$ cat config.mk
export PLATFORM = sky130hd
export DESIGN_NAME = md5_padder
export DESIGN_NICKNAME = d
export VERILOG_FILES = /design/src/rtl/md5_pkg.sv /design/src/rtl/md5_padder.sv
export SDC_FILE = /design/constraint.sdc
export NUM_CORES = 2
export LEC_CHECK = 0
export BUFFER_PORTS_ARGS = -buffer_cell sky130_fd_sc_hd__buf_2
export CELL_PAD_IN_SITES_DETAIL_PLACEMENT = 1
export CELL_PAD_IN_SITES_GLOBAL_PLACEMENT = 1
export CORE_ASPECT_RATIO = 1.1
export CORE_MARGIN = 4
export CORE_UTILIZATION = 30
export CTS_CLUSTER_SIZE = 10
export DETAILED_ROUTE_END_ITERATION = 16
export PLACE_DENSITY_LB_ADDON = 0.3
export SLEW_MARGIN = 20
export SYNTH_ARGS = -nofsm -noshare
export SYNTH_HDL_FRONTEND = slang
export SYNTH_SLANG_ARGS = --single-unit
export TNS_END_PERCENT = 20
$ cat constraint.sdc
create_clock -name clk -period 5.5 [get_ports clk]
set_clock_uncertainty 0.1 [all_clocks]
set_input_delay 0 -clock clk [delete_from_list [all_inputs] [get_ports clk]]
set_output_delay 0 -clock clk [all_outputs]
set_load 0.05 [all_outputs]
$ cat src/rtl/md5_pkg.sv
// Shared definitions for the MD5 front end: padder state encoding, block
// geometry constants and the length-field helper also used by the core bench.
package md5_pkg;

   typedef enum logic [1:0] {
      ST_IDLE   = 2'd0,
      ST_FILL   = 2'd1,
      ST_EMIT   = 2'd2,
      ST_PADBLK = 2'd3
   } state_t;

   localparam int          BLOCK_BYTES = 64;
   localparam int          LEN_OFFSET  = 56;
   localparam logic [7:0]  PAD_BYTE    = 8'h80;

   // Overwrites bytes 56..63 with the 64-bit bit length, least significant byte first.
   function automatic logic [511:0] put_len(input logic [511:0] block, input logic [63:0] bitlen);
      logic [511:0] b;
      b = block;
      b[8*LEN_OFFSET +: 64] = bitlen;
      return b;
   endfunction

endpackage

$ cat src/rtl/md5_padder.sv
// Streaming MD5 padder: packs handshaked byte beats into 512-bit blocks and
// appends the 0x80 marker, zero fill and little-endian bit length.
//
// state   | meaning
// IDLE    | waiting for start, no beats accepted
// FILL    | accepting beats into the block buffer
// EMIT    | block presented on blk_data until blk_ready
// PADBLK  | one cycle building the trailing length-only block
module md5_padder
   import md5_pkg::*;
#(
   parameter  int BYTES_PER_BEAT = 1,
   localparam int CNT_W          = $clog2(BYTES_PER_BEAT + 1)
) (
   input  logic                        clk,
   input  logic                        rst_n,
   input  logic                        start,
   input  logic [8*BYTES_PER_BEAT-1:0] data_in,
   input  logic                        in_valid,
   input  logic                        in_last,
   input  logic [CNT_W-1:0]            in_bytes,
   output logic                        in_ready,
   output logic [511:0]                blk_data,
   output logic                        blk_valid,
   output logic                        blk_last,
   input  logic                        blk_ready,
   output logic                        busy
);

   state_t        state, state_next;
   logic [511:0]  buf_q;
   logic [6:0]    ptr;
   logic [60:0]   len;
   logic          need_pad;
   logic          marker_owed;

   logic [6:0]    cnt;
   logic [6:0]    fill_end;
   logic [60:0]   len_sum;
   logic          fits_len;
   logic          blk_full;
   logic [511:0]  merged;
   logic [511:0]  pad_block;

   assign cnt      = in_last ? 7'(in_bytes) : 7'(BYTES_PER_BEAT);
   assign fill_end = ptr + cnt;
   assign len_sum  = len + 61'(cnt);
   assign fits_len = fill_end <= 7'(LEN_OFFSET - 1);
   assign blk_full = fill_end == 7'(BLOCK_BYTES);

   // Per-byte merge of buffered bytes, the current beat, and the marker/zero tail.
   for (genvar j = 0; j < BLOCK_BYTES; j++) begin : g_byte
      logic [6:0] off;
      logic [7:0] lane;
      logic [7:0] mbyte;

      assign off = 7'(j) - ptr;

      always_comb begin
         lane = 8'h00;
         for (int l = 0; l < BYTES_PER_BEAT; l++) begin
            if (off == 7'(l)) lane = data_in[8*l +: 8];
         end
      end

      always_comb begin
         if (7'(j) < ptr)                       mbyte = buf_q[8*j +: 8];
         else if (7'(j) < fill_end)             mbyte = lane;
         else if (in_last && 7'(j) == fill_end) mbyte = PAD_BYTE;
         else                                   mbyte = 8'h00;
      end

      assign merged[8*j +: 8] = mbyte;
   end

   assign pad_block = put_len({504'b0, (marker_owed ? PAD_BYTE : 8'h00)}, {len, 3'b000});

   always_comb begin
      state_next = state;
      unique case (state)
         ST_IDLE:   if (start) state_next = ST_FILL;
         ST_FILL:   if (in_valid && (in_last || blk_full)) state_next = ST_EMIT;
         ST_EMIT: begin
            if (blk_ready) begin
               if (blk_last)      state_next = ST_IDLE;
               else if (need_pad) state_next = ST_PADBLK;
               else               state_next = ST_FILL;
            end
         end
         ST_PADBLK: state_next = ST_EMIT;
         default:   state_next = ST_IDLE;
      endcase
   end

   always_ff @(posedge clk or negedge rst_n) begin
      if (!rst_n) begin
         state       <= ST_IDLE;
         in_ready    <= 1'b0;
         blk_valid   <= 1'b0;
         blk_last    <= 1'b0;
         busy        <= 1'b0;
         blk_data    <= '0;
         buf_q       <= '0;
         ptr         <= '0;
         len         <= '0;
         need_pad    <= 1'b0;
         marker_owed <= 1'b0;
      end else begin
         state     <= state_next;
         in_ready  <= state_next == ST_FILL;
         blk_valid <= state_next == ST_EMIT;
         busy      <= state_next != ST_IDLE;
         unique case (state)
            ST_IDLE: begin
               if (start) begin
                  ptr         <= '0;
                  len         <= '0;
                  need_pad    <= 1'b0;
                  marker_owed <= 1'b0;
               end
            end
            ST_FILL: begin
               if (in_valid) begin
                  buf_q <= merged;
                  ptr   <= fill_end;
                  len   <= len_sum;
                  if (in_last) begin
                     blk_data    <= fits_len ? put_len(merged, {len_sum, 3'b000}) : merged;
                     blk_last    <= fits_len;
                     need_pad    <= !fits_len;
                     marker_owed <= blk_full;
                  end else if (blk_full) begin
                     blk_data <= merged;
                     blk_last <= 1'b0;
                  end
               end
            end
            ST_EMIT: begin
               if (blk_ready) begin
                  blk_last <= 1'b0;
                  if (!blk_last && !need_pad) ptr <= '0;
               end
            end
            ST_PADBLK: begin
               blk_data    <= pad_block;
               blk_last    <= 1'b1;
               need_pad    <= 1'b0;
               marker_owed <= 1'b0;
            end
            default: ;
         endcase
      end
   end

   a_in_bytes_legal: assert property (@(posedge clk) disable iff (!rst_n)
      (state == ST_FILL && in_valid && in_last) |-> (int'(in_bytes) <= BYTES_PER_BEAT));

endmodule

# After elaboration in Yosys (flattened, before gate mapping)

Cells that the tools add are included.

Register bits after elaboration: 1100
Input bits: 15
Output and inout bits: 516
Logic and storage cells: 718

$add $sub $neg: 66
$lt $le $gt $ge: 129
Eq/ne operators: 75
Multiplexer cells: 289
Reduce and logical (&&, ||, !) cells: 148

Operators by type and width:

| kind                | count |
|---|---|
| $mux 8              | 257 |
| $mux 512            | 4 |
| $pmux 512 s2        | 1 |
| $logic_not 7->1     | 65 |
| $lt 6x7->1 const A  | 64 |
| $eq 6x7->1 const A  | 32 |
| $lt 5x7->1 const A  | 32 |
| $sub 6x7->7 const A | 32 |
| $mux 61             | 2 |
| $pmux 61 s2         | 1 |
| $eq 5x7->1 const A  | 16 |
| $lt 4x7->1 const A  | 16 |
| $sub 5x7->7 const A | 16 |
| $logic_and 1x1->1   | 66 |
| $add 61x1->61       | 1 |
| $eq 4x7->1 const A  | 8 |
| $lt 3x7->1 const A  | 8 |
| $sub 4x7->7 const A | 8 |
| $eq 3x7->1 const A  | 4 |
| $lt 1x7->1 const A  | 4 |
| $lt 2x7->1 const A  | 4 |
| $mux 7              | 4 |
| $sub 3x7->7 const A | 4 |
| $pmux 7 s3          | 1 |
| 24 further kinds    | 57 |

# Logic depth before layout (Yosys ltp)

Depth in word-level cells: 11
Mapped depth: 16
Gate-level depth less buffers: 11

# Worst setup path before layout

No wires, ideal clock.

Kind: register to register
Start point: register ptr[6]
End point: register blk_data[191]
Setup time: 95 ps
Arrival: 3540 ps
Data required time: 5305 ps
Setup slack: 1764 ps
Stages on the path, launching flop included: 14
Path buffers: 9
Path through: dfrtp_1 -> buf_2 -> inv_1 -> buf_1 -> clkbuf_1 -> ha_1 -> clkbuf_1 -> clkbuf_1 -> clkbuf_1 -> clkbuf_1 -> clkbuf_1 -> clkbuf_1 -> a21oi_1 -> o31ai_1

Longest elaborated chain between the ends: 10
Elaborated cells on any way between the ends: 19

RTL lines:

| element                                              | RTL line          | source |
|---|---|---|
| start: declaration                                   | md5_padder.sv:32  | `logic [6:0] ptr;` |
| start signal: assignment                             | md5_padder.sv:125 | `ptr <= fill_end;` |
| branches (longest 10 deep; another with $add 7x1->7) | -                 |  |
| end signal: assignment                               | md5_padder.sv:128 | `blk_data <= fits_len ? put_len(merged, {len_sum, 3'b000}) : merged;` |
| end signal: assignment                               | md5_padder.sv:133 | `blk_data <= merged;` |
| end signal: assignment                               | md5_padder.sv:145 | `blk_data <= pad_block;` |
| end: declaration                                     | md5_padder.sv:23  | `output logic [511:0] blk_data,` |

Several ways; the timed one is not identified. The select of a mux whose other input is x is not followed.
A chain may end at the register's enable or synchronous reset.

# Worst setup path in the final report

Start point: register ptr[4]
End point: register busy

Longest elaborated chain between the ends: 7

RTL lines:

| element                | RTL line          | source |
|---|---|---|
| $add 7x1->7            | md5_padder.sv:46  | `assign fill_end = ptr + cnt;` |
| $eq 7x7->1             | md5_padder.sv:49  | `assign blk_full = fill_end == 7'(BLOCK_BYTES);` |
| $logic_or 1x1->1       | md5_padder.sv:82  | `ST_FILL: if (in_valid && (in_last \|\| blk_full)) state_next = ST_EMIT;` |
| $logic_and 1x1->1      | md5_padder.sv:82  |  |
| $mux 2                 | md5_padder.sv:82  |  |
| $pmux 2 s4             | md5_padder.sv:80  | `unique case (state)` |
| $reduce_bool 2->1      | md5_padder.sv:112 | `busy <= state_next != ST_IDLE;` |
| end signal: assignment | md5_padder.sv:101 | `busy <= 1'b0;` |
| end signal: assignment | md5_padder.sv:112 |  |
| end: declaration       | md5_padder.sv:27  | `output logic busy` |

No other way between the ends.

==> results.toml <==
[setup_path]
slowest_delay_ns = 0.69
worstPathArrival_ns = 5.10
r2r_slack_ns = 0.96
cp_slowest_cell = "a2111oi_4"
path_depth = 11
endpoint_kind = "register"
r2r_end = "busy$_DFF_PN0_"
critPathTopFamily = "buffers and inverters"
worst-path-max-fanout = 11
r2r-start = "ptr[4]$_DFFE_PN0P_"
start_kind = "register"
crit_path_end = "busy$_DFF_PN0_"
worstRegToRegCells = 11
cp_data_required_time_ns = 6.05
path_cells = "ha_1, nand3_1, xnor2_2, buf_4, a2111oi_4, or2_2, buf_4, a21oi_1, o32ai_1, dlygate4sd3_1, nand2_1"
worst-setup-path-type = "register to register"
critPathBufInv = 3
cpMostUsedCell = "buf_4"
crit_start = "ptr[4]$_DFFE_PN0P_"

[power_and_ir_drop]
switching_share_pct = 35.6
internal_power_w = 0.0141
power_density_nw_per_um2 = 354
leakagePower_nw = 27.9
switchingPower_w = 0.00776
ir_worst_vdd_uv = 281
p_seq_share_pct = 39.0
clockPowerShare_pct = 38.1
combinationalPowerShare_pct = 22.9

[timing]
tns_ns = 0
hold_viol = 6
tightest_slew_ns = 1.24
max_freq_ghz = 0.220
slew_violations = 0
fin_crit_ns = 4.54
setup_viol = 0
hold_ws_ns = -0.00932
rsz0062_at_grt = "false"
slew_headroom_pct = 16.9
period_share_pct = 82.6

[status]
violations = "negative hold slack"
outcome = "finished with violations"

[die]
die_area_um2 = 177000
core_um2 = 169000
die_h_um = 441
initial_utilization_pct = 30.3
fp-row-count = 158
die_w_um = 402
ios = 531

[clock_tree]
postCtsSetupRepairBufs = 0
clockBufferDepth = 3
root_buffer = "clkbuf_16"
clkTransAtPathRegs_ns = 0.06
htreeDepth = 4
postCtsHoldBufs = 16
clock_latency_ns = 0.80
cts_tree = "built"
cts.sinks = 1100
cts_resized = 0
cts_made_buffers = 135

[synthesis]
yosys_register_bits = 1100
async_flop_share_pct = 100
synth.top_cell.area_share_pct = 53.8
syn_inst = 5394
synth_seq_area_share_pct = 53.8
yosysTopAreaCell = "dfrtp_1"
ys.flop_type = "dfrtp_1"
syn_area_per_cell_um2 = 9.49
synth_edf_count = 0
yosysUniqueCellTypes = 95
synth_area_um2 = 51200
synth.net_count = 5426
yosysWarnings = 0
synth_area_leaders = "dfrtp_1 (54%), o21ai_0 (8.0%), nand2_1 (7.5%)"

[worst_hold_path]
hp-class = "input pin to async pin"

[place]
hpwl_um = 182000
portBuffers = 530
gp_congestion = 1.00

[drt]
drt_pre_antenna_iters = 6
drc = 0
detail-route-antenna-nets = 0
wl_per_cell_um = 31.2
drt_wl_total_um = 256000
via_per_inst = 5.85
vias = 48200
first_iter_violations = 4196

[global_route]
gr-usage-all-layers_pct = 28.1
grt_overflow_total = 0
grt_max_degree = 179
grt_pass1_vias = 48900
antenna_found_initial = 15
grt_pass1_wl_um = 367000

[finish]
mostFrequentLayoutCell = "dfrtp_1"
fin_util_pct = 36.4
area_growth_pct = 20.3
nets = 5957
drive_above_1_share_pct = 17.5
most-common-layout-cells = "dfrtp_1 (1096), nand2_1 (1010), o21ai_0 (815)"
fillers = 19400

[job]
drv_cap = 0
## flip-flops by register name, indices dropped and copies added, names as in the netlist
signal,flops
blk_data,512
buf_q,512
len,61
ptr,7
state,2
blk_last,1
blk_valid,1
busy,1
in_ready,1
marker_owed,1
need_pad,1
## cell usage after synthesis, types with 16 or more instances
library cell	number
a211oi_1	23
a21o_1	50
a21oi_1	178
a221o_1	33
a221oi_1	18
a22o_1	210
a22oi_1	282
a31oi_1	33
and2_1	21
and3_1	78
buf_1	28
buf_2	72
clkbuf_1	308
dfrtp_1	1100
ha_1	17
inv_1	34
mux2i_1	19
nand2_1	1020
nand2b_1	21
nand3_1	92
nand4_1	42
nor2_1	229
nor2b_1	26
nor3_1	70
o211ai_1	91
o21ai_0	817
o31ai_1	88
or3_1	16
xnor2_1	54
xor2_1	20
## worst min path at each step
stage               start                   endpoint  slack [ns]  cells after the start
detailed placement  rst_n  blk_data[405]$_DFFE_PN0P_        0.05                      1
finish              rst_n   blk_data[47]$_DFFE_PN0P_      -0.009                      3
global route        rst_n   blk_data[47]$_DFFE_PN0P_        0.01                      3
floorplan           rst_n    blk_data[0]$_DFFE_PN0P_       -0.40                      0
global placement    rst_n     buf_q[390]$_DFFE_PN0P_        0.03                      1
CTS                 rst_n         ptr[5]$_DFFE_PN0P_       0.003                      3
## routing by layer
| layer | wire, um | GRT usage (%) | vias to the layer above |
|---|---|---|---|
| li1 | - | - | 20700 |
| met1 | 106000 | 36.2 | 25200 |
| met2 | 119000 | 45.5 | 1811 |
| met3 | 19100 | 6.56 | 479 |
| met4 | 12300 | 12.2 | 6 |
| met5 | 45 | 0 | - |
## per-stage QoR
stage          setup slack (ns)  area (um^2)  hold slack (ns)  total power [W]  std cells
6_report                  0.958        61600         -0.00932           0.0218       8230
5_1_grt                   0.790        61600           0.0147           0.0226       8223
3_3_place_gp              0.910        57400           0.0329           0.0135       8010
4_1_cts                    1.04        61500          0.00259           0.0219       8220
2_1_floorplan              1.76        51200           -0.396           0.0112       5394
3_5_place_dp               1.07        57400           0.0495           0.0136       8010
## worst register-to-register path, cell delays in order, from the launching register on
cell and delay, ns:
dfrtp_2 0.57, ha_1 0.51, nand3_1 0.33, xnor2_2 0.35, buf_4 0.27, a2111oi_4 0.69
or2_2 0.26, buf_4 0.29, a21oi_1 0.16, o32ai_1 0.14, dlygate4sd3_1 0.64, nand2_1 0.09
## power groups by stage
stage          sequential [W]  combinational (W)  clock (W)
2_1_floorplan         0.00888            0.00233          0
3_3_place_gp          0.00864            0.00485          0
3_5_place_dp          0.00865            0.00490          0
4_1_cts               0.00851            0.00493    0.00851
5_1_grt               0.00853            0.00524    0.00884
6_report              0.00851            0.00499    0.00832
## final cells by class
cell class | count | area (um^2) | share of cell area [%]
timing repair buffer | 803 | 5100 | 8.29
sequential | 1100 | 27500 | 44.7
clock inverter | 14 | 140 | 0.227
clock buffer | 180 | 3800 | 6.17
tap | 2240 | 2800 | 4.55
inverter | 38 | 143 | 0.232
antenna | 8 | 20.0 | 0.0325
multi-input combinational | 3847 | 22100 | 35.8
## cell families after synthesis
group	count (synthesis)	share of synthesized area, %
XOR/XNOR	76	1.33
buffers and inverters	447	3.46
AO/OA/AOI/OAI	2007	25.7
adder cells (fa/ha/maj)	17	0.415
flip-flops	1100	53.8
AND/OR/NAND/NOR	1723	14.9
multiplexers	24	0.481
(Power assumes the default switching activity.)
